`src/rtl/lock_pkg.sv`:
```
// Shared encodings and helpers for the keypad combination-lock controller.
// State values are fixed because the VGA display stage decodes state_o directly.
package lock_pkg;

    localparam int STATE_W = 3;
    localparam int DIGIT_W = 2;
    localparam int NUM_BTN = 4;

    typedef enum logic [STATE_W-1:0] {
        S_IDLE     = 3'd0,
        S_ENTRY    = 3'd1,
        S_CHECK    = 3'd2,
        S_UNLOCKED = 3'd3,
        S_LOCKOUT  = 3'd4
    } lock_state_e;

    function automatic int max3(input int a, input int b, input int c);
        int m;
        m = (a > b) ? a : b;
        return (m > c) ? m : c;
    endfunction

    // Scanning from the top down leaves the lowest pressed index as the result.
    function automatic logic [DIGIT_W-1:0] lowest_digit(input logic [NUM_BTN-1:0] press);
        logic [DIGIT_W-1:0] result;
        result = '0;
        for (int i = NUM_BTN - 1; i >= 0; i--) begin
            if (press[i]) result = DIGIT_W'(i);
        end
        return result;
    endfunction

endpackage

```
`src/rtl/combo_lock_ctrl_if.sv`:
```
// Bundle between the lock controller and its neighbours: slow clock and buttons in,
// registered status out to the display stage.
interface combo_lock_ctrl_if;
    import lock_pkg::*;

    logic               slow_clk;
    logic [NUM_BTN-1:0] btn;
    logic               unlocked;
    logic               locked_out;
    logic [2:0]         digit_cnt;
    logic [1:0]         fail_cnt;
    logic [STATE_W-1:0] state_o;
    logic               tick_o;

    modport master (
        output slow_clk, btn,
        input  unlocked, locked_out, digit_cnt, fail_cnt, state_o, tick_o
    );

    modport slave (
        input  slow_clk, btn,
        output unlocked, locked_out, digit_cnt, fail_cnt, state_o, tick_o
    );

endinterface

```
`src/rtl/btn_debounce.sv`:
```
// One push-button: 2-FF synchroniser plus tick-sampled saturating counter that emits a
// single press pulse per hold; one low sample re-arms it.
module btn_debounce #(
    parameter int DEB_TICKS = 2
) (
    input  logic clk_in,
    input  logic rst_n,
    input  logic i_tick,
    input  logic i_btn_raw,
    output logic o_press
);

    localparam int                CNT_W    = $clog2(DEB_TICKS + 1);
    localparam logic [CNT_W-1:0]  CNT_FULL = CNT_W'(DEB_TICKS);
    localparam logic [CNT_W-1:0]  CNT_ARM  = CNT_W'(DEB_TICKS - 1);

    logic             r_sync1;
    logic             r_sync2;
    logic [CNT_W-1:0] r_cnt;
    logic             r_press;

    always_ff @(posedge clk_in or negedge rst_n) begin
        if (!rst_n) begin
            r_sync1 <= 1'b0;
            r_sync2 <= 1'b0;
            r_cnt   <= '0;
            r_press <= 1'b0;
        end else begin
            r_sync1 <= i_btn_raw;
            r_sync2 <= r_sync1;
            r_press <= 1'b0;
            if (i_tick) begin
                if (r_sync2) begin
                    if (r_cnt != CNT_FULL) r_cnt <= r_cnt + CNT_W'(1);
                    r_press <= (r_cnt == CNT_ARM);
                end else begin
                    r_cnt <= '0;
                end
            end
        end
    end

    assign o_press = r_press;

endmodule

```
`src/rtl/combo_lock_ctrl.sv`:
```
// Keypad combination lock: slow-clock tick extraction, four debouncers, entry capture,
// code compare and unlock/lockout/entry timing around a single down-counting timer.
module combo_lock_ctrl
    import lock_pkg::*;
#(
    parameter int                    CODE_LEN      = 4,
    parameter logic [2*CODE_LEN-1:0] CODE          = 8'b11100100,
    parameter int                    DEB_TICKS     = 2,
    parameter int                    MAX_FAILS     = 3,
    parameter int                    UNLOCK_TICKS  = 100,
    parameter int                    LOCKOUT_TICKS = 200,
    parameter int                    ENTRY_TICKS   = 100
) (
    input logic              clk_in,
    input logic              rst_n,
    combo_lock_ctrl_if.slave bus
);

    localparam int                   ENTRY_W      = DIGIT_W * CODE_LEN;
    localparam int                   TIMER_W      = $clog2(max3(UNLOCK_TICKS, LOCKOUT_TICKS, ENTRY_TICKS) + 1);
    localparam logic [TIMER_W-1:0]   UNLOCK_LOAD  = TIMER_W'(UNLOCK_TICKS);
    localparam logic [TIMER_W-1:0]   LOCKOUT_LOAD = TIMER_W'(LOCKOUT_TICKS);
    localparam logic [TIMER_W-1:0]   ENTRY_LOAD   = TIMER_W'(ENTRY_TICKS);
    localparam logic [2:0]           LAST_SLOT    = 3'(CODE_LEN - 1);
    localparam logic [1:0]           FAIL_LIMIT   = 2'(MAX_FAILS);

    logic               r_slow_sync1;
    logic               r_slow_sync2;
    logic               r_slow_prev;
    logic               r_tick;

    lock_state_e        r_state;
    logic [TIMER_W-1:0] r_timer;
    logic [ENTRY_W-1:0] r_entry;
    logic [2:0]         r_digit_cnt;
    logic [1:0]         r_fail_cnt;
    logic               r_unlocked;
    logic               r_locked_out;

    logic [NUM_BTN-1:0] w_press;
    logic               w_any_press;
    logic [DIGIT_W-1:0] w_digit;
    logic [ENTRY_W-1:0] w_entry_ins;
    logic               w_code_match;
    logic [1:0]         w_fail_next;
    logic               w_timer_last;

    // slow_clk is asynchronous data: synchronise, then register a one-cycle rising-edge tick.
    always_ff @(posedge clk_in or negedge rst_n) begin
        if (!rst_n) begin
            r_slow_sync1 <= 1'b0;
            r_slow_sync2 <= 1'b0;
            r_slow_prev  <= 1'b0;
            r_tick       <= 1'b0;
        end else begin
            r_slow_sync1 <= bus.slow_clk;
            r_slow_sync2 <= r_slow_sync1;
            r_slow_prev  <= r_slow_sync2;
            r_tick       <= r_slow_sync2 & ~r_slow_prev;
        end
    end

    for (genvar g = 0; g < NUM_BTN; g++) begin : g_deb
        btn_debounce #(
            .DEB_TICKS (DEB_TICKS)
        ) u_deb (
            .clk_in    (clk_in),
            .rst_n     (rst_n),
            .i_tick    (r_tick),
            .i_btn_raw (bus.btn[g]),
            .o_press   (w_press[g])
        );
    end

    assign w_any_press  = |w_press;
    assign w_digit      = lowest_digit(w_press);
    assign w_code_match = (r_entry == CODE);
    assign w_fail_next  = r_fail_cnt + 2'd1;
    assign w_timer_last = (r_timer <= TIMER_W'(1));

    always_comb begin
        w_entry_ins = r_entry;
        for (int i = 0; i < CODE_LEN; i++) begin
            if (r_digit_cnt == 3'(i)) w_entry_ins[i*DIGIT_W +: DIGIT_W] = w_digit;
        end
    end

    // Timer reloads on every accepted digit so it measures idle time within an entry.
    always_ff @(posedge clk_in or negedge rst_n) begin
        if (!rst_n) begin
            r_state      <= S_IDLE;
            r_timer      <= '0;
            r_entry      <= '0;
            r_digit_cnt  <= '0;
            r_fail_cnt   <= '0;
            r_unlocked   <= 1'b0;
            r_locked_out <= 1'b0;
        end else begin
            case (r_state)
                S_IDLE: begin
                    if (w_any_press) begin
                        r_entry     <= ENTRY_W'(w_digit);
                        r_digit_cnt <= 3'd1;
                        r_timer     <= ENTRY_LOAD;
                        r_state     <= (CODE_LEN == 1) ? S_CHECK : S_ENTRY;
                    end
                end
                S_ENTRY: begin
                    if (w_any_press) begin
                        r_entry     <= w_entry_ins;
                        r_digit_cnt <= r_digit_cnt + 3'd1;
                        r_timer     <= ENTRY_LOAD;
                        if (r_digit_cnt == LAST_SLOT) r_state <= S_CHECK;
                    end else if (r_tick) begin
                        if (w_timer_last) begin
                            r_state     <= S_IDLE;
                            r_timer     <= '0;
                            r_digit_cnt <= '0;
                            r_entry     <= '0;
                        end else begin
                            r_timer <= r_timer - TIMER_W'(1);
                        end
                    end
                end
                S_CHECK: begin
                    r_digit_cnt <= '0;
                    r_entry     <= '0;
                    if (w_code_match) begin
                        r_state    <= S_UNLOCKED;
                        r_unlocked <= 1'b1;
                        r_fail_cnt <= '0;
                        r_timer    <= UNLOCK_LOAD;
                    end else if (w_fail_next == FAIL_LIMIT) begin
                        r_state      <= S_LOCKOUT;
                        r_locked_out <= 1'b1;
                        r_fail_cnt   <= w_fail_next;
                        r_timer      <= LOCKOUT_LOAD;
                    end else begin
                        r_state    <= S_IDLE;
                        r_fail_cnt <= w_fail_next;
                        r_timer    <= '0;
                    end
                end
                S_UNLOCKED: begin
                    if (r_tick) begin
                        if (w_timer_last) begin
                            r_state    <= S_IDLE;
                            r_unlocked <= 1'b0;
                            r_timer    <= '0;
                        end else begin
                            r_timer <= r_timer - TIMER_W'(1);
                        end
                    end
                end
                S_LOCKOUT: begin
                    if (r_tick) begin
                        if (w_timer_last) begin
                            r_state      <= S_IDLE;
                            r_locked_out <= 1'b0;
                            r_fail_cnt   <= '0;
                            r_timer      <= '0;
                        end else begin
                            r_timer <= r_timer - TIMER_W'(1);
                        end
                    end
                end
                default: begin
                    r_state      <= S_IDLE;
                    r_timer      <= '0;
                    r_entry      <= '0;
                    r_digit_cnt  <= '0;
                    r_unlocked   <= 1'b0;
                    r_locked_out <= 1'b0;
                end
            endcase
        end
    end

    assign bus.unlocked   = r_unlocked;
    assign bus.locked_out = r_locked_out;
    assign bus.digit_cnt  = r_digit_cnt;
    assign bus.fail_cnt   = r_fail_cnt;
    assign bus.state_o    = r_state;
    assign bus.tick_o     = r_tick;

endmodule
```
`src/flat_wrapper.sv`:
```
// flat-port wrapper written by rule: the top's interface ports become plain ports
module combo_lock_ctrl_flat import lock_pkg::*;
#(
    parameter int                    CODE_LEN      = 4,
    parameter logic [2*CODE_LEN-1:0] CODE          = 8'b11100100,
    parameter int                    DEB_TICKS     = 2,
    parameter int                    MAX_FAILS     = 3,
    parameter int                    UNLOCK_TICKS  = 100,
    parameter int                    LOCKOUT_TICKS = 200,
    parameter int                    ENTRY_TICKS   = 100
)
  (clk_in, rst_n, bus_slow_clk, bus_btn, bus_unlocked, bus_locked_out, bus_digit_cnt, bus_fail_cnt, bus_state_o, bus_tick_o);
  combo_lock_ctrl_if bus_i ();
  input logic clk_in;
  input logic rst_n;
  input wire logic [$bits(bus_i.slow_clk)-1:0] bus_slow_clk;
  input wire logic [$bits(bus_i.btn)-1:0] bus_btn;
  output wire logic [$bits(bus_i.unlocked)-1:0] bus_unlocked;
  output wire logic [$bits(bus_i.locked_out)-1:0] bus_locked_out;
  output wire logic [$bits(bus_i.digit_cnt)-1:0] bus_digit_cnt;
  output wire logic [$bits(bus_i.fail_cnt)-1:0] bus_fail_cnt;
  output wire logic [$bits(bus_i.state_o)-1:0] bus_state_o;
  output wire logic [$bits(bus_i.tick_o)-1:0] bus_tick_o;
  assign bus_i.slow_clk = bus_slow_clk;
  assign bus_i.btn = bus_btn;
  assign bus_unlocked = bus_i.unlocked;
  assign bus_locked_out = bus_i.locked_out;
  assign bus_digit_cnt = bus_i.digit_cnt;
  assign bus_fail_cnt = bus_i.fail_cnt;
  assign bus_state_o = bus_i.state_o;
  assign bus_tick_o = bus_i.tick_o;
  combo_lock_ctrl #(.CODE_LEN(CODE_LEN), .CODE(CODE), .DEB_TICKS(DEB_TICKS), .MAX_FAILS(MAX_FAILS), .UNLOCK_TICKS(UNLOCK_TICKS), .LOCKOUT_TICKS(LOCKOUT_TICKS), .ENTRY_TICKS(ENTRY_TICKS)) u_core (.clk_in(clk_in), .rst_n(rst_n), .bus(bus_i));
endmodule
```
`config.mk`:
```
export PLATFORM = sky130hd
export DESIGN_NAME = combo_lock_ctrl_flat
export DESIGN_NICKNAME = d
export VERILOG_FILES = /design/src/rtl/lock_pkg.sv /design/src/rtl/combo_lock_ctrl_if.sv /design/src/rtl/btn_debounce.sv /design/src/rtl/combo_lock_ctrl.sv /design/src/flat_wrapper.sv
export SDC_FILE = /design/constraint.sdc
export NUM_CORES = 1
export LEC_CHECK = 0
export CORE_MARGIN = 2
export CORE_UTILIZATION = 50
export DETAILED_ROUTE_END_ITERATION = 16
export HOLD_SLACK_MARGIN = 0.08
export PLACE_DENSITY = 0.77
export SLEW_MARGIN = 20
export SYNTH_ARGS = -nofsm -noshare
export SYNTH_HDL_FRONTEND = slang
export SYNTH_SLANG_ARGS = --single-unit
```
`constraint.sdc`:
```
create_clock -name clk_in -period 5.7 [get_ports clk_in]
set_clock_uncertainty 0.15 [all_clocks]
set_input_delay 1.425 -clock clk_in [delete_from_list [all_inputs] [get_ports clk_in]]
set_output_delay 1.425 -clock clk_in [all_outputs]
set_load 0.02 [all_outputs]
```
==> results.md <==
* Status: finished clean
* Ports at 18
* Worst-skew pair later-pin latency at 0.31 ns
* IO buf count at 17
* Share of cells above drive strength 1 at 11.5%
* Post-synthesis sequential area ratio at 47.3%
* CP Launch Type: register
* Seq cells post-synth at 50
* Crit path cell chain: clkdlybuf4s50_1
* Die area at 5890 um^2
* Post-cts sizing count at 0
* Worst rel slew slack at 52.8%
* CTS hold repair buffers at 0
* Fin Setup TNS at 0 ns
* Wire per inst at 14.2 um
* Worst IR Drop VDD at 0.194 mV
* CTS root buf: clkbuf_8
* DRC violations left at 0
* Vias post-DR at 2,008
* Gate Count Post-Synth at 263
* Worst EP arrival at 1.85 ns
* Die height at 76.8 um
* Least-Margin Pin Slew at 0.708 ns
* Finished Layout Cells at 348
* Ys async rst share at 100%
* Cell count after placement at 340
* Pre-CTS setup slack at 2.62 ns
* Antenna diodes at 0
* Worst hold slack at 0.205 ns
* Mapped Avg Cell Area at 10.1 um^2
* RSZ-0062 raised after global routing: false
* Final WL at 4940 um
* Crit path kind: reg2out
* PwrDens at 466 nW/um^2
* # H-tree levels at 2
* Area Overhead vs Synth at 12.6%
* Initial drt markers at 108
* Core footprint at 5110 um^2
* Delay-heaviest family, CP: flip-flops
* Setup violators final at 0
* First-pass GRT wire length at 8780 um
* Worst Setup End Kind: output port
* DP Wirelength at 3480 um
* Postcts setup bufs at 0
* Die W at 76.8 um
* Clock transition at the registers of the reported paths at 0.10 ns
* Required time worst endpoint at 4.12 ns
* Pin count of the biggest net entering global routing at 51
* Yosys warns at 0
* DRT Pass-1 Iters at 4
* Slowest cell on crit path: dfrtp_1
* Hold Path Class: reg2reg
* CTS sink count at 50
* Period utilization at 60.1%
* PnR worst setup slack at 2.27 ns
* LEAKAGE at 1.29 nW
* Count of final hold-check violations at 0
* Placed Area at 2860 um^2
* Nets at 300
* Crit path buffers/inverters at 1
* Max clock buf depth at 2
* Final ANT Viol Nets at 0
* Unique masters post-synth at 51
* Crit-path max FO at 24
* Syn_nets at 286
* Grt ovf at 0
* TritonCTS clock tree: done
* Vias per Instance at 5.77
* Pins Over Slew Limit at 0
* Row count at 26
* Vias in the first global route at 1,937
* Initial antenna violation count at 0
* Max Freq at 292 MHz
* Overall Global Routing Usage at 18.4%
* Finished Cell Area at 2980 um^2
* Top_reg_cell synth: dfrtp_1
* Gpl congestion at 0.813
* Cts bufs inserted at 5
* Max-cap check violation count at 0
* Minimum clock period at 3.43 ns
* Largest stage delay, worst path at 0.81 ns
* Number of flops mapped to enable cells by yosys at 0
* Syn Std Cell Area at 2650 um^2
* Starting Density at 51.8%
==> sequential cells by signal, summed over array words and instances, names as in the netlist, 2 cells and up <==
name                        count
u_core.g_deb.u_deb.r_cnt        8
u_core.bus.fail_cnt             2
u_core.r_entry                  8
u_core.bus.digit_cnt            3
u_core.bus.state_o              3
u_core.g_deb.u_deb.r_sync2      4
u_core.g_deb.u_deb.o_press      4
u_core.g_deb.u_deb.r_sync1      4
u_core.r_timer                  8
==> cells in the mapped netlist, types with 2 or more instances <==
| master | instances | area (um^2) |
|---|---|---|
| dfrtp_1 | 50 | 1250 |
| ha_1 | 16 | 200 |
| nand4_1 | 3 | 18.8 |
| nand3_1 | 4 | 20.0 |
| buf_2 | 2 | 10.0 |
| o22ai_1 | 3 | 18.8 |
| nand4b_1 | 4 | 35.0 |
| or4b_2 | 2 | 20.0 |
| inv_1 | 18 | 67.6 |
| nor2_1 | 14 | 52.6 |
| a21oi_1 | 15 | 75.1 |
| nand3b_1 | 6 | 45.0 |
| o211ai_1 | 4 | 30.0 |
| o221ai_1 | 2 | 17.5 |
| or2_2 | 2 | 12.5 |
| clkbuf_1 | 8 | 30.0 |
| and3_1 | 4 | 25.0 |
| nor3_1 | 8 | 40.0 |
| a211oi_2 | 2 | 25.0 |
| a31oi_1 | 2 | 12.5 |
| nand2_1 | 24 | 90.1 |
| o31ai_1 | 2 | 15.0 |
| nor2b_1 | 3 | 18.8 |
| o32ai_1 | 3 | 26.3 |
| mux2_2 | 9 | 101 |
| nand2b_1 | 5 | 31.3 |
| a211oi_1 | 5 | 37.5 |
| nor4_1 | 3 | 18.8 |
| o21ai_0 | 17 | 85.1 |
| o21bai_1 | 2 | 15.0 |
==> per-stage QoR <==
stage / power [mW] / utilization, %
after global placement: 1.12 / 56.1
after CTS: 1.40 / 58.3
final: 1.39 / 58.3
after global routing: 1.50 / 58.3
after detailed placement: 1.14 / 56.1
after floorplan: 0.986 / -
==> layer usage <==
layer / track usage [%] / vias up / share of wire [%]
met5: 0 / - / 0
met4: 7.45 / 0 / 0.79
met3: 3.88 / 6 / 4.0
met2: 29.9 / 39 / 49
met1: 23.9 / 987 / 46
li1: - / 976 / -
==> area by class of cell <==
class	count	area, um^2
fillers	447	2130
multi-input cells	183	1280
flip-flops and latches	50	1250
repair buffers	19	183
well taps	70	87.6
clock buffers	5	68.8
inverters	18	67.6
clock inverters	3	45.0
==> kinds of logic after synthesis <==
kind of cell,after synthesis,share of synthesized area (%)
buf+inv,30,4.49
mux,9,3.83
fa+ha+maj,16,7.56
compound gates,66,17.4
simple gates,92,19.4
flops,50,47.3
==> report_power, final <==
part	internal [mW]	switching, mW	total, mW
logic	0.264	0.313	0.576
clock network	0.131	0.120	0.251
registers	0.444	0.117	0.561
total	0.838	0.550	1.39
==> final timing paths <==
path | endpoint | slack, ns | cells past startpoint | start
setup reg to reg | u_core.r_entry[1]$_DFFE_PN0P_ | 3.38 | 4 | u_core.bus.state_o[1]$_DFFE_PN0P_
setup / recovery | bus_state_o[1] | 2.27 | 1 | u_core.bus.state_o[1]$_DFFE_PN0P_
hold / removal | u_core.g_deb[2].u_deb.r_sync2$_DFF_PN0_ | 0.20 | 0 | u_core.g_deb[2].u_deb.r_sync1$_DFF_PN0_
hold reg to reg | u_core.g_deb[2].u_deb.r_sync2$_DFF_PN0_ | 0.20 | 0 | u_core.g_deb[2].u_deb.r_sync1$_DFF_PN0_
min in group asynchronous | u_core.bus.fail_cnt[1]$_DFFE_PN0P_ | 0.96 | 1 | rst_n
max in group asynchronous | u_core.bus.tick_o$_DFF_PN0_ | 4.00 | 1 | rst_n
==> layout by cell type, fill, tap and decap left out, drive strengths merged, types with 3 or more instances in the layout <==
| master | n |
|---|---|
| a211oi | 7 |
| a21oi | 15 |
| and3 | 4 |
| buf | 3 |
| clkbuf | 5 |
| clkdlybuf4s50 | 16 |
| dfrtp | 50 |
| ha | 16 |
| inv | 18 |
| mux2 | 9 |
| nand2 | 24 |
| nand2b | 5 |
| nand3 | 4 |
| nand3b | 6 |
| nand4 | 3 |
| nand4b | 4 |
| nor2 | 15 |
| nor2b | 3 |
| nor3 | 8 |
| nor4 | 4 |
| o211ai | 4 |
| o21ai | 17 |
| o22ai | 3 |
| o32ai | 3 |
No activity file was read; power rests on OpenSTA's default activity.
